<file path="src/rtl/sap2_pkg.sv">
// SAP-2 control sequencer: control-word bit map, opcodes, states.
// Shared by the sequencer and anything that decodes its strobes.
package sap2_pkg;

    localparam int CON_W   = 30;
    localparam int CON_EP  = 0;
    localparam int CON_LP  = 1;
    localparam int CON_CP  = 2;
    localparam int CON_ES  = 3;
    localparam int CON_LS  = 4;
    localparam int CON_CS  = 5;
    localparam int CON_LM  = 6;
    localparam int CON_CE  = 7;
    localparam int CON_WE  = 8;
    localparam int CON_LI  = 9;
    localparam int CON_EI  = 10;
    localparam int CON_LA  = 11;
    localparam int CON_EA  = 12;
    localparam int CON_LB  = 13;
    localparam int CON_EU  = 14;
    localparam int CON_S0  = 15;
    localparam int CON_M   = 19;
    localparam int CON_CI  = 20;
    localparam int CON_LX  = 21;
    localparam int CON_INX = 22;
    localparam int CON_DEX = 23;
    localparam int CON_EX  = 24;
    localparam int CON_EN  = 25;
    localparam int CON_LN  = 26;
    localparam int CON_LO  = 27;
    localparam int CON_HLT = 28;

    localparam logic [3:0] OP_LDA  = 4'h0;
    localparam logic [3:0] OP_STA  = 4'h1;
    localparam logic [3:0] OP_ADD  = 4'h2;
    localparam logic [3:0] OP_SUB  = 4'h3;
    localparam logic [3:0] OP_JMP  = 4'h4;
    localparam logic [3:0] OP_JAM  = 4'h5;
    localparam logic [3:0] OP_JAZ  = 4'h6;
    localparam logic [3:0] OP_JXM  = 4'h7;
    localparam logic [3:0] OP_JXZ  = 4'h8;
    localparam logic [3:0] OP_CALL = 4'h9;
    localparam logic [3:0] OP_RET  = 4'hA;
    localparam logic [3:0] OP_LDX  = 4'hB;
    localparam logic [3:0] OP_INX  = 4'hC;
    localparam logic [3:0] OP_DEX  = 4'hD;
    localparam logic [3:0] OP_IO   = 4'hE;
    localparam logic [3:0] OP_HLT  = 4'hF;

    localparam logic [3:0] ALU_ADD = 4'b1001;
    localparam logic [3:0] ALU_SUB = 4'b0110;

    typedef enum logic [2:0] {
        S_T1   = 3'd0,
        S_T2   = 3'd1,
        S_T3   = 3'd2,
        S_T4   = 3'd3,
        S_T5   = 3'd4,
        S_T6   = 3'd5,
        S_HALT = 3'd6
    } state_t;

    // Number of execute steps (T4 onward) an opcode occupies.
    function automatic logic [1:0] exec_len(input logic [3:0] op);
        logic [1:0] n;
        n = 2'd1;
        if (op == OP_LDA || op == OP_STA || op == OP_CALL || op == OP_LDX)
            n = 2'd2;
        else if (op == OP_ADD || op == OP_SUB)
            n = 2'd3;
        return n;
    endfunction

endpackage

</file>
<file path="src/rtl/sap2_ctrl.sv">
// SAP-2 control sequencer: T-state ring with variable-length execute,
// combinational control-word decode, halt and programming-mode hold.
module sap2_ctrl
    import sap2_pkg::*;
(
    input  logic             clk,
    input  logic             clr_n,
    input  logic             prog,
    input  logic [7:0]       ins,
    input  logic             am,
    input  logic             az,
    input  logic             xm,
    input  logic             xz,
    output logic [CON_W-1:0] con,
    output logic [5:0]       t,
    output logic             halted
);

    state_t           state;
    state_t           nxt;
    logic [3:0]       op;
    logic [1:0]       len;
    logic [CON_W-1:0] c;
    logic             unused_func;

    assign op          = ins[7:4];
    assign len         = exec_len(op);
    assign unused_func = ^ins[3:1];

    always_ff @(posedge clk or negedge clr_n) begin
        if (!clr_n) state <= S_T1;
        else        state <= nxt;
    end

    always_comb begin
        nxt = state;
        unique case (state)
            S_T1: nxt = S_T2;
            S_T2: nxt = S_T3;
            S_T3: nxt = S_T4;
            S_T4: begin
                if (op == OP_HLT)   nxt = S_HALT;
                else if (len == 1)  nxt = S_T1;
                else                nxt = S_T5;
            end
            S_T5: nxt = (len == 2) ? S_T1 : S_T6;
            S_T6: nxt = S_T1;
            default: nxt = S_HALT;
        endcase
        if (prog && state != S_HALT)
            nxt = S_T1;
    end

    always_comb begin
        c = '0;
        unique case (state)
            S_T1: begin
                c[CON_EP] = 1'b1;
                c[CON_LM] = 1'b1;
            end
            S_T2: c[CON_CP] = 1'b1;
            S_T3: begin
                c[CON_CE] = 1'b1;
                c[CON_LI] = 1'b1;
            end
            S_T4: begin
                unique case (op)
                    OP_LDA, OP_STA, OP_ADD, OP_SUB, OP_LDX: begin
                        c[CON_EI] = 1'b1;
                        c[CON_LM] = 1'b1;
                    end
                    OP_JMP: begin
                        c[CON_EI] = 1'b1;
                        c[CON_LP] = 1'b1;
                    end
                    OP_JAM, OP_JAZ, OP_JXM, OP_JXZ: begin
                        c[CON_EI] = 1'b1;
                        unique case (op)
                            OP_JAM:  c[CON_LP] = am;
                            OP_JAZ:  c[CON_LP] = az;
                            OP_JXM:  c[CON_LP] = xm;
                            default: c[CON_LP] = xz;
                        endcase
                    end
                    OP_CALL: begin
                        c[CON_EP] = 1'b1;
                        c[CON_LS] = 1'b1;
                    end
                    OP_RET: begin
                        c[CON_ES] = 1'b1;
                        c[CON_LP] = 1'b1;
                    end
                    OP_INX: c[CON_INX] = 1'b1;
                    OP_DEX: c[CON_DEX] = 1'b1;
                    OP_IO: begin
                        if (ins[0]) begin
                            c[CON_EA] = 1'b1;
                            c[CON_LO] = 1'b1;
                        end else begin
                            c[CON_EN] = 1'b1;
                            c[CON_LA] = 1'b1;
                        end
                    end
                    default: c[CON_HLT] = 1'b1;
                endcase
            end
            S_T5: begin
                unique case (op)
                    OP_LDA: begin
                        c[CON_CE] = 1'b1;
                        c[CON_LA] = 1'b1;
                    end
                    OP_STA: begin
                        c[CON_EA] = 1'b1;
                        c[CON_WE] = 1'b1;
                    end
                    OP_ADD, OP_SUB: begin
                        c[CON_CE] = 1'b1;
                        c[CON_LB] = 1'b1;
                    end
                    OP_CALL: begin
                        c[CON_EI] = 1'b1;
                        c[CON_LP] = 1'b1;
                    end
                    OP_LDX: begin
                        c[CON_CE] = 1'b1;
                        c[CON_LX] = 1'b1;
                    end
                    default: c = '0;
                endcase
            end
            S_T6: begin
                if (op == OP_ADD || op == OP_SUB) begin
                    c[CON_EU] = 1'b1;
                    c[CON_LA] = 1'b1;
                    c[CON_S0 +: 4] = (op == OP_SUB) ? ALU_SUB : ALU_ADD;
                    c[CON_M]  = 1'b0;
                    c[CON_CI] = (op == OP_SUB);
                end
            end
            default: c = '0;
        endcase
    end

    // Reset and programming hold blank the strobes without waiting for an edge.
    assign con    = (clr_n && !prog) ? c : '0;
    assign halted = (state == S_HALT);

    always_comb begin
        t = '0;
        unique case (state)
            S_T1: t[0] = 1'b1;
            S_T2: t[1] = 1'b1;
            S_T3: t[2] = 1'b1;
            S_T4: t[3] = 1'b1;
            S_T5: t[4] = 1'b1;
            S_T6: t[5] = 1'b1;
            default: t = '0;
        endcase
    end

endmodule

</file>
<file path="config.mk">
export PLATFORM = sky130hd
export DESIGN_NAME = sap2_ctrl
export DESIGN_NICKNAME = d
export VERILOG_FILES = /design/src/rtl/sap2_pkg.sv /design/src/rtl/sap2_ctrl.sv
export SDC_FILE = /design/constraint.sdc
export NUM_CORES = 1
export LEC_CHECK = 0
export ABC_AREA = 1
export CAP_MARGIN = 0
export CORE_UTILIZATION = 32
export CTS_CLUSTER_SIZE = 28
export DETAILED_ROUTE_END_ITERATION = 8
export PLACE_DENSITY = 0.8
export SLEW_MARGIN = 20
export SYNTH_ARGS = -nofsm -noshare
export SYNTH_HDL_FRONTEND = slang
export SYNTH_SLANG_ARGS = --single-unit
export TNS_END_PERCENT = 100
</file>
<file path="constraint.sdc">
create_clock -name clk -period 3.2 [get_ports clk]
set_clock_uncertainty 0.2 [all_clocks]
set_input_delay 0.64 -clock clk [delete_from_list [all_inputs] [get_ports clk]]
set_output_delay 0.64 -clock clk [all_outputs]
set_load 0.1 [all_outputs]
</file>
Word level (Yosys, flattened, before mapping)
Cells that the tools add are included.
{"block": "word_totals", "output_inout_bits": 37, "in_bits": 15, "regBits": 3, "wordCells": 92}
{"block": "classes", "n_reduce_logical": 16, "eq_ne": 24, "mux": 51}
{"operator": "== test 4 bit (second input constant)", "n": 8}
{"operator": "two-way mux 29 bit", "n": 1}
{"operator": "two-way mux 1 bit", "n": 27}
{"operator": "one-hot mux 3 bit (6 select lines)", "n": 1}
{"operator": "== test 4 x 3 -> 1 bit (second input constant)", "n": 4}
{"operator": "OR reduction 15 bit", "n": 1}
{"operator": "two-way mux 7 bit", "n": 2}
{"operator": "one-hot mux 1 bit (2 select lines)", "n": 7}
{"operator": "two-way mux 2 bit", "n": 6}
{"operator": "two-way mux 3 bit", "n": 4}
{"operator": "OR reduction 10 bit", "n": 1}
{"operator": "== test 3 bit (second input constant)", "n": 3}
{"operator": "== test 4 x 2 -> 1 bit (second input constant)", "n": 2}
{"operator": "OR reduction 4 bit", "n": 2}
{"operator": "== test 3 x 2 -> 1 bit (second input constant)", "n": 2}
{"operator": "one-hot mux 1 bit (3 select lines)", "n": 2}
{"operator": "OR reduction 5 bit", "n": 1}
{"operator": "== test 4 x 1 -> 1 bit (second input constant)", "n": 1}
{"operator": "logical NOT 4 bit", "n": 1}
{"operator": "logical OR 1 bit", "n": 4}
{"operator": "two-way mux 4 bit", "n": 1}
{"operator": "OR reduction 2 bit", "n": 2}
{"operator": "== test 3 x 1 -> 1 bit (second input constant)", "n": 1}
{"operator": "logical NOT 3 bit", "n": 1}
{"operator": "other kinds (5)", "n": 6}

Logic depth before layout (Yosys ltp)
Gate-level depths: netlist of run 1.
{"block": "depth", "depth_word": 10, "depth_mapped": 9, "ltp_nobuf": 8}

Worst setup path after synthesis of run 1
OpenSTA, ideal clock, no wires.
{"block": "synth_timing", "path_type": "register -> output", "startpoint": "register state[0]", "endpoint": "output con[7]", "t_arrival_ps": 3503, "path_slack_ps": -1143, "path_stages_with_launch": 6, "path_cell_list": "dfrtp_1 -> nor2_1 -> inv_1 -> nor2_1 -> inv_2 -> o22ai_1"}
{"block": "synth_via", "elab_chain_len": 3, "word_cells_on_any_way": 4, "classes_between": "eq/ne: 2; mux: 2"}
{"item": "start: declaration", "line_no": "sap2_ctrl.sv:19", "text": "state_t state;"}
{"item": "start signal: assignment", "line_no": "sap2_ctrl.sv:32", "text": "else state <= nxt;"}
{"item": "== test 3 bit / == test 3 x 2 -> 1 bit (equally long branches)", "line_no": "sap2_ctrl.sv:56", "text": "unique case (state)"}
{"item": "one-hot mux 1 bit (2 select lines) *", "line_no": "sap2_ctrl.sv:56"}
{"item": "two-way mux 29 bit *", "line_no": "sap2_ctrl.sv:146", "text": "assign con = (clr_n && !prog) ? c : '0;"}
{"item": "end: declaration", "line_no": "sap2_ctrl.sv:14", "text": "output logic [CON_W-1:0] con,"}
Every way passes the cells marked *; elsewhere a longest branch is shown, timed or not.

Final worst setup path of run 1
{"block": "layout_timing", "startpoint": "input clr_n", "endpoint": "output con[21]"}
{"block": "layout_via", "elab_chain_len": 2}
{"item": "start: declaration", "line_no": "sap2_ctrl.sv:7", "text": "input logic clr_n,"}
{"item": "logical AND 1 bit", "line_no": "sap2_ctrl.sv:146"}
{"item": "two-way mux 29 bit", "line_no": "sap2_ctrl.sv:146"}
No other way between the ends.

==> metrics.txt, run 1 <==
max-cap viol count 0; post-synthesis sequential area ratio 11.7%; Core ar. 1800 um2; diode count 0; Pint 0.138 mW; sw power 0.177 mW; PortBufs 43; wire per inst 12.7 um; syn avg cell area 5.57 um2; Worst-path clk slew 40 ps; DRC 0; largest family of logic cells by synthesized area simple AND/OR/NAND/NOR gates; die height 46.7 um; Clock power frac 22.6%; P_leak 0.635 nW; Gate Count Post-Synth 115; Yosys warning count 0; Post-DRT Antenna Nets 0; synth-to-layout area growth 119%; DR vias 905; global-route wire length before repair 3530 um; Initial Util 35.6%; Final min period 3080 ps; GR Util All Layers 23.1%; cell area after synthesis 641 um2; most numerous cell in the Yosys netlist nand2_1; I/O pins 52; CTS Buf Count 3; Reg2Reg Depth 5; fin crit share 96.2%; Largest regs state (3); Async SR Flop Fraction 100%; full die area 2180 um2; Post-synth top cells nand2_1, nor2_1, inv_1, buf_4, nand3_1; Finish-stage setup viols 0; fraction of layout cells with a size suffix above 1 40.6%; DRT iter0 DRCs 29; Synth Area in Compound Gates 13.9%; number of synthesized flops with an enable pin 0; clk_lat worst skew 240 ps; PwrDens 225 nW/um2; drt pass-1 iters 4; initial antenna violation count 0; clk sinks 3; Comb power frac 61.8%; worst path required time 2360 ps; # rows 15; Sw Ratio 56.3%; Worst Path Arrival 2240 ps; Post-CTS Setup Inserts 0; CTS root buffer clkbuf_4; Hold/Removal Path Class input port to asynchronous set/reset pin; Post-DP Area 1370 um2; Reg with most FFs state; largest net degree at the start of global routing 9; post-synthesis mux area share 0%; DR vias/cell 4.89; Overall Power 0.315 mW; final slew viol count 0; VDD IR max 0.206 mV; Seq pwr share 15.6%; post-synth top area cell nand2_1; gr ovfl total 0; main flop type after synthesis dfrtp_1; top cells by area, synth nand2_1, nor2_1, dfrtp_1; H-tree depth 1; critical path type input port to output pin; nets 176; simple-gate share of the synthesized area 49.6%; Setup crit end kind output pin; share of the synthesized area in the top cell type 14.6%; status finished clean; Cell variety after synth 26; max reg flops 3; Final Hold Viols 0; Die Width 46.7 um; CTS tree yes; GP Congestion 0.934; Max Fclk 325 MHz; final WL 2350 um; vias in the first global route 803; RSZ-0062 raised after global routing false; adder-cell share of the synthesized area 0%; clk buf depth 2; crit start category input port; cell area after layout 1400 um2; Synth Area in XOR/XNOR 0%; Critical Path Fanout Max 5; Seq cells post-synth 3; Detailed Place HPWL 1980 um
-- kinds of logic after synthesis --
| kind of cell | count (synthesis) |
|---|---|
| other | 1 |
| and+or+nand+nor | 64 |
| AOI/OAI and AO/OA | 16 |
| DFF | 3 |
| buffers and inverters | 31 |
-- cells in the final DEF, fill, tap and decap left out, types with 4 or more instances in the layout --
cell type        instances
clkdlybuf4s50_1         11
nand2_1                 25
conb_1                   5
nor2_1                  17
nand3_1                  6
o21ai_2                  4
nor2_2                   4
a21oi_1                  4
buf_4                   11
buf_12                  25
inv_2                    5
inv_1                   14
-- layout make-up --
| class | count | area (um2) |
|---|---|---|
| inverter | 21 | 78.8 |
| timing repair buffer | 47 | 693 |
| sequential | 3 | 75.1 |
| clock buffer | 4 | 26.3 |
| tap | 25 | 31.3 |
| multi-input combinational | 85 | 498 |
| fill | 128 | 399 |
-- metal layers --
metal / GRT usage (%) / vias up / routed length, um
met1: 27.8 / 412 / 920
li1: - / 440 / -
met3: 6.54 / 8 / 145
met4: 9.14 / 0 / 64
met5: 0 / - / 0
met2: 38.6 / 45 / 1220
-- worst paths after layout --
kind / slack, ps / from / to
max in group asynchronous: 2260 / clr_n / state[1]$_DFF_PN0_
worst max register to register: 1710 / state[1]$_DFF_PN0_ / state[2]$_DFF_PN0_
worst min-delay path: 390 / clr_n / state[0]$_DFF_PN0_
worst max-delay path: 120 / clr_n / con[21]
worst min register to register: 500 / state[2]$_DFF_PN0_ / state[2]$_DFF_PN0_
min in group clk: 500 / state[2]$_DFF_PN0_ / state[2]$_DFF_PN0_
-- worst max-delay path, stage by stage --
cell,delay (ps)
clkdlybuf4s50_1,540
nand2_1,150
inv_1,170
nand2_2,140
nor4_4,370
buf_12,220
-- power groups by stage --
| stage | sequential (mW) | combinational (mW) | clock (mW) |
|---|---|---|---|
| detailed placement | 0.0496 | 0.193 | 0 |
| finish | 0.0492 | 0.195 | 0.0713 |
| global placement | 0.0490 | 0.189 | 0 |
| floorplan | 0.0450 | 0.148 | 0 |
| global route | 0.0501 | 0.203 | 0.0751 |
| CTS | 0.0491 | 0.194 | 0.0721 |
-- what timing repair did --
| item | in CTS | in global routing |
|---|---|---|
| endpoints found under the setup margin | 0 | 3 |
| gates resized for setup | 0 | 1 |
| hold buffers | 0 | 0 |
-- stage by stage --
step | setup WS, ps | cells | setup TNS, ps | hold slack (ps) | utilization [%]
2_1_floorplan | -572 | 119 | -2560 | 144 | -
3_3_place_gp | 145 | 181 | 0 | 458 | 76.1
3_5_place_dp | 100 | 181 | 0 | 494 | 76.1
4_1_cts | 75.0 | 185 | 0 | 388 | 77.6
5_1_grt | 19.6 | 185 | 0 | 394 | 77.8
6_report | 122 | 185 | 0 | 388 | 77.8
Note: power is estimated with default switching activity, not from simulation.
==> run 2, diff against run 1 <==
==> constraint.sdc (replaced) <==
create_clock -name clk -period 3.2 [get_ports clk]
set_clock_uncertainty 0.2 [all_clocks]
set_input_delay 0.48 -clock clk [delete_from_list [all_inputs] [get_ports clk]]
set_output_delay 0.48 -clock clk [all_outputs]
set_load 0.1 [all_outputs]
==> run 2 against run 1 <==
  * First-iteration DRC count is 6.9% higher
  * Count of clock-buffer cells in the layout did not move
  * Final area shrank 1.8%
  * Sequential power about the same
==> metrics.txt, run 2 (same netlist as run 1, synthesis figures left out) <==
status finished clean; PwrDens 224 nW/um2 (about the same); Max Fclk 351 MHz (+7.9%); clk buf depth 2 (unchanged); Pint 0.136 mW (-1.3%); Comb power frac 61.8% (about the same); register-to-register setup slack 1730 ps (+20 ps); Sw Ratio 56.0% (-0.24 points); I/O pins 52 (unchanged); Worst Path Arrival 2170 ps (-70 ps); Core ar. 1800 um2 (unchanged); fin cells 183 (-1.1%); Worst-path clk slew 40 ps (about the same); Finish-stage setup viols 0 (unchanged); clk_lat worst skew 240 ps (about the same); reg2reg start state[1]$_DFF_PN0_; Clock power frac 22.4% (-0.2 points); clk sinks 3 (unchanged); Detailed Place HPWL 1990 um (+0.50%); Final min period 2850 ps (-226 ps); DR vias 896 (-0.99%); gr ovfl total 0 (unchanged); post-CTS resize count 0 (unchanged); Initial Util 35.6% (unchanged); Critical Path Fanout Max 5 (unchanged); crit start category input port; die height 46.7 um (unchanged); pre-CTS setup slack 363 ps (+262 ps); CTS Buf Count 3 (unchanged); final WL 2330 um (-0.98%); Seq pwr share 15.8% (+0.2 points); Hold/Removal Path Class input port to asynchronous set/reset pin; final worst setup slack 348 ps (+226 ps); DR vias/cell 4.90 (about the same); cts hold-fix bufs 0 (unchanged); sw power 0.173 mW (-2.3%); diode count 0 (unchanged); CTS root buffer clkbuf_4; dpl cells 179 (-1.1%); initial antenna violation count 0 (unchanged); fillers 121 (-5.5%); drt pass-1 iters 4 (unchanged); max-cap viol count 0 (unchanged); GP Congestion 0.977 (+4.6%); GR Util All Layers 24.3% (+1.3 points); # rows 15 (unchanged); Post-DRT Antenna Nets 0 (unchanged); worst path required time 2520 ps (+160 ps); max reg flops 3 (unchanged); global-route wire length before repair 3750 um (+6.5%); fraction of layout cells with a size suffix above 1 38.6% (-2.0 points); Largest regs state (3); Final Hold Viols 0 (unchanged); RSZ-0062 raised after global routing false; critical path type input port to output pin; synth-to-layout area growth 115%; nets 174 (-1.1%); full die area 2180 um2 (unchanged); fin crit share 89.1% (-7.1 points); largest net degree at the start of global routing 10 (+1); CTS tree yes; VDD IR max 0.210 mV (+1.6%); vias in the first global route 816 (+1.6%); final slew viol count 0 (unchanged); Die Width 46.7 um (unchanged); wire per inst 12.7 um (+0.10%); PortBufs 43 (unchanged); DRT iter0 DRCs 31 (+6.9%); P_leak 0.624 nW (-1.7%); R2R Path End state[2]$_DFF_PN0_; DRC 0 (unchanged); most frequent cells in the layout nand2_1, buf_12, nor2_1; Reg with most FFs state; Post-CTS Setup Inserts 0 (unchanged); H-tree depth 1 (unchanged); Reg2Reg Depth 5 (unchanged); Setup crit end kind output pin
run 2: changes by cell type in the layout (fill, tap and decap cells not counted):
| cell | change |
|---|---|
| a21oi_4 | +1 |
| nor3_2 | -1 |
| nor3_1 | +1 |
| nor2_1 | +1 |
| nor2_2 | +1 |
| a21oi_2 | -1 |
| nor2_4 | -2 |
| buf_4 | -2 |
run 2: critical path, stage by stage:
cell	delay (ps)
clkdlybuf4s50_1	480
nor2_1	260
nand2_1	120
nor2_1	140
nand2_1	130
nor2_2	330
buf_12	230
run 2: how the worst max path moves through the flow:
stage                  startpoint      end  slack (ps)  depth (start not counted)
5_1_grt                    ins[7]  con[16]         180                          7
3_3_place_gp               ins[7]  con[16]         470                          7
6_report                   ins[7]  con[16]         350                          7
2_1_floorplan  state[1]$_DFF_PN0_  con[13]        -410                          4
4_1_cts                    ins[7]  con[16]         350                          7
3_5_place_dp               ins[7]  con[16]         360                          7
run 2: layout make-up:
class / instances / area (um2) / area share, %
Clock buffer: 4 / 26.3 / 1.91
Inverter: 21 / 78.8 / 5.72
Tap cell: 25 / 31.3 / 2.27
Sequential cell: 3 / 75.1 / 5.45
Timing Repair Buffer: 45 / 678 / 49.2
Multi-Input combinational cell: 85 / 488 / 35.4
run 2: stage by stage:
stage / setup TNS, ps / hold WS (ps) / total power, mW / area, um2 / utilization (%)
finish: 0 / 232 / 0.309 / 1380 / 76.5
global route: 0 / 225 / 0.327 / 1380 / 76.5
global placement: 0 / 456 / 0.235 / 1350 / 75.0
CTS: 0 / 236 / 0.308 / 1380 / 76.5
detailed placement: 0 / 479 / 0.239 / 1350 / 75.0
floorplan: -1370 / -15.6 / 0.193 / 718 / -
run 2: power by group through the flow:
| stage | Sequential (mW) | Combinational (mW) | Clock, mW |
|---|---|---|---|
| 2_1_floorplan | 0.0450 | 0.147 | 0 |
| 3_3_place_gp | 0.0489 | 0.186 | 0 |
| 3_5_place_dp | 0.0492 | 0.190 | 0 |
| 4_1_cts | 0.0488 | 0.191 | 0.0688 |
| 5_1_grt | 0.0495 | 0.199 | 0.0784 |
| 6_report | 0.0489 | 0.191 | 0.0694 |
run 2: per-layer routing:
metal / part of all wire [%] / wire length [um] / track usage (%)
met3: 6.4 / 149 / 3.85
met4: 2.4 / 55 / 9.71
met1: 37 / 870 / 27.6
met5: 0 / 0 / 0
met2: 54 / 1250 / 45.0
==> run 3, diff against run 2 <==
--- a/config.mk
+++ b/config.mk
@@ -10,6 +10,7 @@
 export CORE_UTILIZATION = 32
 export CTS_CLUSTER_SIZE = 28
 export DETAILED_ROUTE_END_ITERATION = 8
+export MAX_ROUTING_LAYER = met4
 export PLACE_DENSITY = 0.8
 export SLEW_MARGIN = 20
 export SYNTH_ARGS = -nofsm -noshare
==> constraint.sdc (replaced) <==
create_clock -name clk -period 2.7 [get_ports clk]
set_clock_uncertainty 0.2 [all_clocks]
set_input_delay 0.405 -clock clk [delete_from_list [all_inputs] [get_ports clk]]
set_output_delay 0.405 -clock clk [all_outputs]
set_load 0.1 [all_outputs]
==> run 3 against run 2 <==
  * Count of clock-buffer cells in the layout is the same
  * Non-clock buffer count grew 5
  * Power grew 22%
  * Wire length grew 1.3%
==> metrics.txt, run 3 (same netlist as run 1, synthesis figures left out) <==
CP top delay family buffers and inverters; max-cap viol count 0 (unchanged); clk sinks 3 (unchanged); RSZ-0062 raised after global routing false; pre-CTS setup slack 146 ps (-217 ps); Largest regs state (3); dpl cells 184 (+2.8%); cts hold-fix bufs 0 (unchanged); largest net degree at the start of global routing 9 (-1); most frequent cells in the layout buf_12, nand2_1, inv_1, buf_4, nor2_1; Final min period 2560 ps; final worst setup slack 135 ps (-213 ps); critical path type input port to output pin; DR vias 883 (-1.5%); cell area after layout 1460 um2 (+6.1%); clk buf depth 2 (unchanged); P_leak 0.651 nW (+4.4%); fin cells 188 (+2.7%); wire per inst 12.6 um (-1.4%); post-CTS resize count 0 (unchanged); CTS tree yes; drt pass-1 iters 4 (unchanged); commonest non-fill, non-tap cell in the layout buf_12; crit start category input port; diode count 0 (unchanged); Finish-stage setup viols 0 (unchanged); clk_lat worst skew 250 ps (about the same); Post-DRT Antenna Nets 0 (unchanged); gr ovfl total 0 (unchanged); Max Fclk 390 MHz; fillers 125 (+3.3%); Worst path slowest cell clkdlybuf4s50_1; FF+latch area 76.3 um2 (+1.7%); PortBufs 43 (unchanged); Post-DP Area 1440 um2 (+6.2%); Buffers & Inverters on Critical Path 3 (+1); vias in the first global route 844 (+3.4%); synth-to-layout area growth 128%; final hold slack 159 ps (-72.7 ps); GP Congestion 0.892 (-8.7%); nets 179 (+2.9%); Core ar. 1800 um2 (unchanged); Worst-path clk slew 40 ps (about the same); status finished clean; I/O pins 52 (unchanged); # rows 15 (unchanged); full die area 2180 um2 (unchanged); Setup crit end kind output pin; Die Width 46.7 um (unchanged); Final Hold Viols 0 (unchanged); VDD IR max 0.214 mV (+1.9%); CTS root buffer clkbuf_4; worst path required time 2100 ps (-420 ps); global-route wire length before repair 3610 um (-3.9%); DRT iter0 DRCs 22 (-29%); Initial Util 35.6% (unchanged); fraction of layout cells with a size suffix above 1 46.0% (+7.4 points); DRC 0 (unchanged); Post-CTS Setup Inserts 0 (unchanged); worst-path cell chain clkdlybuf4s50_1 -> nand2_1 -> inv_1 -> nand2_2 -> nor4_4 -> buf_12; CTS Buf Count 3 (unchanged); multi-input combinational cell area 533 um2 (+9.2%); Fin Setup TNS 0 ps (unchanged); initial antenna violation count 0 (unchanged); fin crit share 95.0%; max reg flops 3 (unchanged); Critical Path Fanout Max 5 (unchanged); H-tree depth 1 (unchanged); Slowest Stage Delay on Critical Path 560 ps (+80 ps); GR Util All Layers 24.5% (+0.20 points); die height 46.7 um (unchanged); Reg with most FFs state; Worst Path Arrival 1960 ps (-210 ps); DR vias/cell 4.70 (-4.1%); Detailed Place HPWL 2040 um (+2.9%); final slew viol count 0 (unchanged); final WL 2360 um (+1.3%); PwrDens 258 nW/um2 (+15%); Hold/Removal Path Class input port to asynchronous set/reset pin
run 3: cell types whose count changed in the layout (fill, tap and decap cells not counted), sizes merged:
cell	change
buf	+5
run 3: per-layer routing:
metal  part of all wire [%]  track usage (%)
met1                     41             27.3
met2                     52             42.5
met3                    5.2             3.08
met4                    2.2             12.6
met5                      0                -
run 3: cell type report:
type	count	area share [%]
Inverter	21	5.39
Sequential cell	3	5.22
Multi-Input combinational cell	85	36.5
Tap cell	25	2.14
Timing Repair Buffer	50	49.0
Clock buffer	4	1.80
run 3: power breakdown:
part           switching [mW]  internal [mW]
combinational           0.172         0.0618
sequential             0.0108         0.0488
clock                  0.0278         0.0556
run 3: final timing paths:
check	from	slack, ps	depth (start not counted)	end
min reg2reg	state[2]$_DFF_PN0_	510	4	state[2]$_DFF_PN0_
min	clr_n	160	1	state[1]$_DFF_PN0_
min in group clk	state[2]$_DFF_PN0_	510	4	state[2]$_DFF_PN0_
max reg2reg	state[1]$_DFF_PN0_	1170	5	state[2]$_DFF_PN0_
max	clr_n	140	6	con[21]
max in group asynchronous	clr_n	1960	1	state[0]$_DFF_PN0_
run 3: stage by stage:
stage	utilization [%]	total power, mW
after global placement	79.7	0.290
final	81.1	0.377
after detailed placement	79.7	0.293
after global routing	81.1	0.398
after CTS	81.1	0.381
after floorplan	-	0.233
